## src/rtl/sipo_pkg.sv

```systemverilog
// sipo_pkg: shared bit-order constants and counter sizing for the SIPO deframer.
package sipo_pkg;

  localparam int unsigned MSB_FIRST_ORDER = 1;
  localparam int unsigned LSB_FIRST_ORDER = 0;

  // Bits needed to count 0..n inclusive.
  function automatic int unsigned cnt_width(input int unsigned n);
    return $clog2(n + 1);
  endfunction

endpackage

```

## src/rtl/sipo_shift_core.sv

```systemverilog
// sipo_shift_core: assembly register, bit counter and completion strobe.
// With SIPO_DEFRAMER_PARITY_EN a trailing even-parity bit extends each frame.
module sipo_shift_core
  import sipo_pkg::*;
#(
  parameter int unsigned WIDTH     = 8,
  parameter int unsigned MSB_FIRST = MSB_FIRST_ORDER,
  parameter int unsigned FRAME     = WIDTH
) (
  input  logic             clk,
  input  logic             clear,
  input  logic             s_in,
  input  logic             load,
  output logic             done,
  output logic [WIDTH-1:0] word,
`ifdef SIPO_DEFRAMER_PARITY_EN
  output logic             par_bad,
`endif
  output logic             busy
);

  localparam int unsigned CW = cnt_width(FRAME);

  logic [CW-1:0]    count;
  logic [WIDTH-1:0] shreg;
  logic [WIDTH-1:0] shifted;
  logic             last;

  always_comb begin
    if (MSB_FIRST == MSB_FIRST_ORDER) shifted = {shreg[WIDTH-2:0], s_in};
    else                              shifted = {s_in, shreg[WIDTH-1:1]};
  end

  assign last = (count == CW'(FRAME - 1));
  assign done = load && last;
  assign busy = (count != '0);

`ifdef SIPO_DEFRAMER_PARITY_EN
  // The parity bit is the final sample and never enters the data register.
  assign word    = shreg;
  assign par_bad = (^shreg) ^ s_in;
`else
  assign word    = shifted;
`endif

  always_ff @(posedge clk or negedge clear) begin
    if (!clear) begin
      count <= '0;
      shreg <= '0;
    end else if (load) begin
      count <= last ? '0 : count + 1'b1;
`ifdef SIPO_DEFRAMER_PARITY_EN
      if (count < CW'(WIDTH)) shreg <= shifted;
`else
      shreg <= shifted;
`endif
    end
  end

endmodule

```

## src/rtl/sipo_deframer.sv

```systemverilog
// sipo_deframer: serial-to-parallel receiver with valid/ready holding stage and sticky overrun.
// Define SIPO_DEFRAMER_PARITY_EN to expect an even-parity bit after each word (adds parity_err).
module sipo_deframer
  import sipo_pkg::*;
#(
  parameter int unsigned WIDTH     = 8,
  parameter int unsigned MSB_FIRST = MSB_FIRST_ORDER
) (
  input  logic             clk,
  input  logic             clear,
  input  logic             s_in,
  input  logic             load,
  output logic [WIDTH-1:0] p_out,
  output logic             p_valid,
  input  logic             p_ready,
  output logic             overrun,
  output logic             busy
`ifdef SIPO_DEFRAMER_PARITY_EN
  ,
  output logic             parity_err
`endif
);

`ifdef SIPO_DEFRAMER_PARITY_EN
  localparam int unsigned FRAME = WIDTH + 1;
  logic par_bad;
`else
  localparam int unsigned FRAME = WIDTH;
`endif

  logic             done;
  logic [WIDTH-1:0] word;

  sipo_shift_core #(
    .WIDTH     (WIDTH),
    .MSB_FIRST (MSB_FIRST),
    .FRAME     (FRAME)
  ) u_core (
    .clk     (clk),
    .clear   (clear),
    .s_in    (s_in),
    .load    (load),
    .done    (done),
    .word    (word),
`ifdef SIPO_DEFRAMER_PARITY_EN
    .par_bad (par_bad),
`endif
    .busy    (busy)
  );

  // A completing word wins over an accept on the same edge; it is dropped only if the slot stays full.
  always_ff @(posedge clk or negedge clear) begin
    if (!clear) begin
      p_out      <= '0;
      p_valid    <= 1'b0;
      overrun    <= 1'b0;
`ifdef SIPO_DEFRAMER_PARITY_EN
      parity_err <= 1'b0;
`endif
    end else if (done) begin
      if (!p_valid || p_ready) begin
        p_out      <= word;
        p_valid    <= 1'b1;
`ifdef SIPO_DEFRAMER_PARITY_EN
        parity_err <= par_bad;
`endif
      end else begin
        overrun    <= 1'b1;
      end
    end else if (p_valid && p_ready) begin
      p_valid <= 1'b0;
    end
  end

endmodule

```

## config.mk

```make
export PLATFORM = sky130hd
export DESIGN_NAME = sipo_deframer
export DESIGN_NICKNAME = d
export VERILOG_FILES = /design/src/rtl/sipo_pkg.sv /design/src/rtl/sipo_shift_core.sv /design/src/rtl/sipo_deframer.sv
export SDC_FILE = /design/constraint.sdc
export NUM_CORES = 1
export LEC_CHECK = 0
export ABC_AREA = 1
export CORE_MARGIN = 1.5
export CORE_UTILIZATION = 50
export CTS_BUF_LIST = sky130_fd_sc_hd__clkbuf_16
export DETAILED_ROUTE_END_ITERATION = 12
export PLACE_DENSITY = 0.76
export SLEW_MARGIN = 25
export SYNTH_ARGS = -nofsm -noshare
export SYNTH_HDL_FRONTEND = slang
export SYNTH_SLANG_ARGS = --single-unit
```

## constraint.sdc

```tcl
create_clock -name clk -period 1.3 [get_ports clk]
set_input_delay 0.26 -clock clk [delete_from_list [all_inputs] [get_ports clk]]
set_output_delay 0.26 -clock clk [all_outputs]
set_load 0.05 [all_outputs]
```

# After elaboration in Yosys (flattened, before gate mapping)
# Index checks and enable logic that the tools add are counted.
[totals]
reg_bits = 21
in_bits = 5
out_inout_bits = 11
[classes]
add_sub_neg = 1
n_eq_ne = 2
n_mux = 4
bitwise = 1
reduce_logical = 9
[op_table]
columns = ["cell", "count"]
rows = [
  ["2-bit AND reduction", 3],
  ["4-bit by 1-bit adder with 4-bit output (second input constant)", 1],
  ["4-bit by 3-bit equality test with 1-bit output (second input constant)", 1],
  ["4-bit 2-to-1 mux", 1],
  ["4-bit nonzero test", 1],
  ["1-bit 2-to-1 mux", 3],
  ["1-bit logical AND", 2],
  ["2-bit by 1-bit inequality test with 1-bit output (second input constant)", 1],
  ["2-bit nonzero test", 1],
  ["1-bit logical NOT", 1],
  ["1-bit logical OR", 1],
  ["1-bit NOT", 1],
]

# Depth between registers and ports, before layout
# Gate-level depths: netlist (run 1).
[logic_depth]
word_depth = 4
depth_mapped = 6

# Cells and area by module
# From an unflattened synthesis (run 1), not the netlist that was laid out.
[hier_totals]
cells_unflattened = 99
hier_area_um2 = 959.7
[modules_own_cells]
columns = ["module", "instances", "cells_per_inst", "area_per_inst_um2"]
rows = [
  ["sipo_shift_core", 1, 57, 493.0],
  ["sipo_deframer", 1, 42, 466.7],
]

# Least setup slack after synthesis (run 1)
# OpenSTA, ideal clock, no wires.
[synth_path]
path_type = "register -> output"
start = "register u_core.count[0]"
end = "output port busy"
arrival_ns = 0.983
required_ns = 1.040
path_slack_ns = 0.057
path_stages_with_launch = 4
cell_sequence = "dfrtp_1 inv_1 ha_1 nand3_1"
[synth_between]
elab_chain_cells = 1
[synth_rtl]
columns = ["element", "line_no", "text"]
rows = [
  ["start, declared", "sipo_shift_core.sv:24", "logic [CW-1:0] count;"],
  ["start signal, assigned", "sipo_shift_core.sv:51", "count <= last ? '0 : count + 1'b1;"],
  ["4-bit nonzero test", "sipo_shift_core.sv:36", "assign busy = (count != '0);"],
  ["end, declared", "sipo_deframer.sv:17", "output logic busy"],
]
# Every way passes these cells.

# Worst setup path after layout (run 1)
# Ends and elaborated chain as after synthesis.

==> results by group, run 1 <==
Synth
  • FF+latch count, synth: 21
  • Cell taking the most area after synthesis: dfrtp_1
  • Average cell area after synthesis: 9.36 um2
  • Synthesized instance count: 97
  • Mapped Area: 908 um2
  • Synth warnings: 0
  • Cell variety after synth: 17
  • Share of Yosys cell area claimed by the top area cell type: 0.579
  • Seq/Total Area, Yosys: 0.579
  • Syn nets: 104
  • Synth top area cells: dfrtp_1 (58%), nand2_1 (12%), nand3_1 (7.2%)

Route
  • Via density: 4.96
  • Drt pass-1 iters: 5
  • Routed via count: 724
  • Routed WL: 1.77 mm
  • # DRC: 0
  • Routed len/inst: 12.1 um
  • ANT nets after route: 0
  • Starting DRC count in detailed routing: 17

Timing
  • Setup Viol. Count Final: 1
  • Max-slew violations: 0
  • Slew @ Worst Pin: 0.262 ns
  • Crit path time final: 1.34 ns
  • Part of the cycle the worst path needs: 1.03
  • Final hold vios: 0
  • RSZ-0062 raised after global routing: yes
  • TNS Setup: -0.0384 ns
  • Max-slew headroom: 0.825
  • Setup WS post-layout: -0.0384 ns
  • Fmax: 747 MHz
  • Layout Skew: 0.00558 ns

Setup path
  • Cells on worst reg2reg path: 6
  • Crit path largest cell delay: 0.39 ns
  • Crit path kind: reg -> out
  • Cell depth of the worst setup path: 4
  • Max FO, Critical Path: 2
  • Crit path buf inv count: 2
  • CP startpoint kind: flip-flop
  • Cells along the critical path: inv_2 -> ha_4 -> nand3_4 -> buf_12
  • Required time of the critical path: 1.04 ns
  • Top delay family on crit path: flip-flops
  • Reg2reg setup slack: 0.12 ns
  • Worst path slowest cell: dfrtp_1
  • Worst Setup End Kind: output pin
  • Worst Path Arrival: 1.08 ns

Floorplan
  • Core footprint: 1710 um2
  • # IOs: 16
  • Initial Util: 0.532
  • Die Footprint: 2080 um2
  • Die Height: 45.6 um
  • Site Rows: 15
  • Die W: 45.6 um

Global routing
  • Initial antenna violation count: 0
  • Vias in the first global route: 701
  • Global-route wire length before repair: 2.99 mm
  • Largest net degree at the start of global routing: 22
  • Gr usage total: 0.213
  • GRT Residual Overflow: 0

Finish
  • Fraction of layout cells with a size suffix above 1: 0.298
  • Design area: 1360 um2
  • Area of the multi-input gates: 362 um2
  • Ant diodes: 0
  • Most frequent cells in the layout: nand2_1 (29), dfrtp_1 (21), nand3_1 (12)
  • Commonest non-fill, non-tap cell in the layout: nand2_1
  • Filler cells: 102
  • Final nets: 129
  • Area Growth Syn to Fin: 49.3%
  • Reg area: 526 um2

Clock tree
  • Worst-Skew Late Latency: 0.26 ns
  • # clock sinks: 21
  • Post-CTS Hold Buffers: 0
  • CTS clk-pin slew, worst paths: 0.06 ns
  • CTS max path bufs: 2
  • CTS tree: built
  • CTS Buf Count: 3
  • H-tree levels: 1
  • Root buffer cell: clkbuf_16

Placement
  • GP Congestion: 0.725
  • Port bufs: 15
  • DP HPWL: 1.14 mm
  • Area after DPL: 1210 um2

Power and ir drop
  • Max VDD drop: 1.68 mV
  • Sw Share: 0.405
  • Power Density: 2600 nW/um2
  • Internal power: 2100 uW
  • Combinational power share: 0.502
  • Clock power share: 0.185
  • Leak pwr: 0.000654 uW
  • Part of the power in registers: 0.313
  • Sw power: 1430 uW
  • Power Total: 3520 uW

Worst hold path
  • HP Class: in -> async

Job
  • Max cap viols: 0

Run status
  • Run status: finished, violations left
  • Violated checks: setup timing
[logic make-up after synthesis]
| family | count (synthesis) | share of synthesized area |
|---|---|---|
| multiplexers | 1 | 0.0124 |
| buffers and inverters | 13 | 0.0675 |
| AO/OA/AOI/OAI | 10 | 0.0578 |
| AND/OR/NAND/NOR | 50 | 0.256 |
| flip-flops | 21 | 0.579 |
| adder cells (fa/ha/maj) | 2 | 0.0275 |
[cells in the mapped netlist]
master and instances:
buf_2 1, dfrtp_1 21, mux2_2 1, o21ai_1 1, nor2_4 2, ha_1 2, inv_2 2, nor2_1 4
inv_1 8, buf_4 1, buf_6 1, a21oi_1 3, nand3_4 1, nand2_1 30, nand3_1 13, o21ai_0 5
o21bai_1 1
[sequential cells by signal, summed over array words and instances, names as in the netlist]
signal,count
u_core.shreg,7
p_out,8
p_valid,1
u_core.count,4
overrun,1
[cell type report]
class,count,share of cell area
multi-input cells,63,0.267
clock buffers,3,0.0554
inverters,10,0.0277
clock inverters,1,0.00369
repair buffers,23,0.236
flip-flops and latches,21,0.387
well taps,25,0.0231
[timing repair]
action                                 4_1_cts  5_1_grt
endpoints found under the hold margin        0        0
gates resized for setup                      7        3
pin swaps                                    2        0
setup endpoints to repair                    1       11
buffers inserted                             3        0
[layer usage]
metal / vias to the layer above / wire length [um] / global-route usage
li1: 357 / - / -
met1: 344 / 763 / 0.266
met2: 20 / 919 / 0.346
met3: 3 / 65 / 0.0595
met4: 0 / 24 / 0.0882
met5: - / 0 / 0
[per-stage QoR]
| step | instances | utilization | setup WS (ns) | hold slack [ns] |
|---|---|---|---|---|
| 4_1_cts | 146 | 0.787 | -0.0336 | 0.359 |
| 3_5_place_dp | 139 | 0.711 | -0.0546 | 0.497 |
| 5_1_grt | 146 | 0.794 | -0.0762 | 0.383 |
| 6_report | 146 | 0.794 | -0.0384 | 0.349 |
| 3_3_place_gp | 139 | 0.711 | -0.0409 | 0.494 |
| 2_1_floorplan | 97 | - | 0.0572 | -0.0356 |
[worst reg2reg max path: stages (launching register included)]
cell and delay, ns:
dfrtp_1 0.37, buf_4 0.14, ha_4 0.15, nand2_2 0.08, nor2_4 0.19, nand3_1 0.11
nand2_1 0.08
[path summary, 6_finish.rpt]
kind / startpoint / to
max: u_core.count[0] / busy
min: clear / u_core.shreg[2]
max reg2reg: u_core.count[0] / p_out[0]
min reg2reg: u_core.shreg[0] / u_core.shreg[1]
max in group asynchronous: clear / p_out[2]
min in group clk: u_core.shreg[0] / u_core.shreg[1]
[power groups by stage]
stage | Sequential, uW | Combinational, uW | Clock [uW]
2_1_floorplan | 1490 | 423 | 0
3_3_place_gp | 1100 | 1580 | 0
3_5_place_dp | 1110 | 1590 | 0
4_1_cts | 1100 | 1720 | 656
5_1_grt | 1140 | 1870 | 690
6_report | 1100 | 1770 | 652
Note: power is estimated with default switching activity, not from simulation.
==> inputs of run 2 (changes only) <==
Settings changed: CORE_UTILIZATION 50 to 45, PLACE_DENSITY 0.76 to 0.7, REMOVE_ABC_BUFFERS from default to 1.
Clock period 1.3 ns to 1.6 ns, I/O delays scaled along.
==> results by group, run 2 (synthesis gave the netlist of run 1 again) <==
Run status
  • Run status: completed

Route
  • Routed via count: 686
  • Drt pass-1 iters: 4
  • # DRC: 0
  • Via density: 4.76
  • Routed len/inst: 11.7 um
  • ANT nets after route: 0
  • Starting DRC count in detailed routing: 24
  • Routed WL: 1.68 mm

Global routing
  • Global-route wire length before repair: 2.66 mm
  • Gr usage total: 0.173
  • GRT Residual Overflow: 0
  • Largest net degree at the start of global routing: 22
  • Vias in the first global route: 586
  • Initial antenna violation count: 0

Finish
  • Most frequent cells in the layout: nand2_1 (30), dfrtp_1 (21), buf_4 (14)
  • Top flop regs: p_out: 8 flops, u_core.shreg: 7 flops, u_core.count: 4 flops
  • Ant diodes: 0
  • Max reg flops: 8
  • Area Growth Syn to Fin: 28.1%
  • Most flop-heavy register: p_out
  • Fraction of layout cells with a size suffix above 1: 0.214
  • Final nets: 125
  • Commonest non-fill, non-tap cell in the layout: nand2_1

Timing
  • Part of the cycle the worst path needs: 0.953
  • Slew @ Worst Pin: 0.256 ns
  • RSZ-0062 raised after global routing: no
  • Crit path time final: 1.53 ns
  • Setup Viol. Count Final: 0
  • Min Hold Slack: 0.402 ns
  • Max-slew violations: 0
  • Final hold vios: 0
  • Layout Skew: 0.00382 ns
  • Fmax: 656 MHz
  • Max-slew headroom: 0.829
  • TNS Setup: 0 ns

Clock tree
  • # clock sinks: 21
  • Root buffer cell: clkbuf_16
  • Post-CTS Hold Buffers: 0
  • Postcts setup bufs: 0
  • CTS max path bufs: 2
  • CTS Buf Count: 3
  • CTS clk-pin slew, worst paths: 0.06 ns
  • Worst-Skew Late Latency: 0.25 ns
  • H-tree levels: 1
  • Post-cts repair resize count: 0
  • CTS tree: built

Floorplan
  • Site Rows: 16
  • Die Footprint: 2300 um2
  • Die Height: 47.9 um
  • # IOs: 16
  • Initial Util: 0.473
  • Die W: 47.9 um
  • Core footprint: 1920 um2

Placement
  • GP Congestion: 0.747
  • Port bufs: 15
  • DP HPWL: 1.26 mm

Setup path
  • Crit path kind: reg -> out
  • Required time of the critical path: 1.28 ns
  • CP startpoint kind: flip-flop
  • Worst Setup End Kind: output pin
  • Max FO, Critical Path: 3
  • Worst Path Arrival: 1.21 ns

Power and ir drop
  • Leak pwr: 0.000601 uW
  • Max VDD drop: 1.30 mV
  • Power Density: 2050 nW/um2

Job
  • Max cap viols: 0

Worst hold path
  • HP Class: in -> async
-- run 2: cell count changes in the layout (fill, tap and decap cells not counted), moves of 2 or more --
cell / previous run / this run
buf_12: 11 / 1
buf_4: 8 / 14
inv_1: 5 / 8
inv_2: 5 / 2
ha_1: 0 / 2
ha_4: 2 / 0
-- run 2: metal layers --
layer  GRT usage  routed length [um]
met5           0                   0
met4      0.0541                  18
met3      0.0679                  77
met2       0.243                 826
met1       0.242                 762
-- run 2: area by class of cell --
cell class,count,area (um2)
clock buffer,3,75.1
clock inverter,1,5.00
fill,168,758
inverter,10,37.5
multi-input combinational,63,322
sequential,21,526
tap,27,33.8
timing repair buffer,19,165
-- run 2: worst paths after layout --
check	start	to	slack, ns	cells past startpoint
min in group clk	p_out[6]	p_out[6]	0.47	2
max in group asynchronous	clear	p_out[0]	0.99	2
setup / recovery	u_core.count[0]	busy	0.07	4
setup reg to reg	u_core.count[1]	p_out[7]	0.37	6
hold / removal	clear	p_out[3]	0.40	2
hold reg to reg	p_out[6]	p_out[6]	0.47	2
-- run 2: per-stage QoR --
stage	cell area, um2	utilization	cells	power, uW	worst slack (ns)
2_1_floorplan	885	-	94	1540	0.297
3_3_place_gp	1080	0.564	140	1860	0.143
3_5_place_dp	1080	0.564	140	1880	0.127
4_1_cts	1160	0.605	144	2410	0.0660
5_1_grt	1160	0.605	144	2550	0.00620
6_report	1160	0.605	144	2390	0.0745
-- run 2: critical path, stage by stage (launching register included) --
cell and delay [ns]:
dfrtp_1 0.39, inv_1 0.10, ha_1 0.16, nand3_1 0.13, buf_12 0.17
-- run 2: power by group --
group          leakage, uW  switching (uW)  internal, uW
sequential        0.000258             128           710
clock            0.0000409             184           335
combinational     0.000302             712           320
total             0.000601            1020          1360
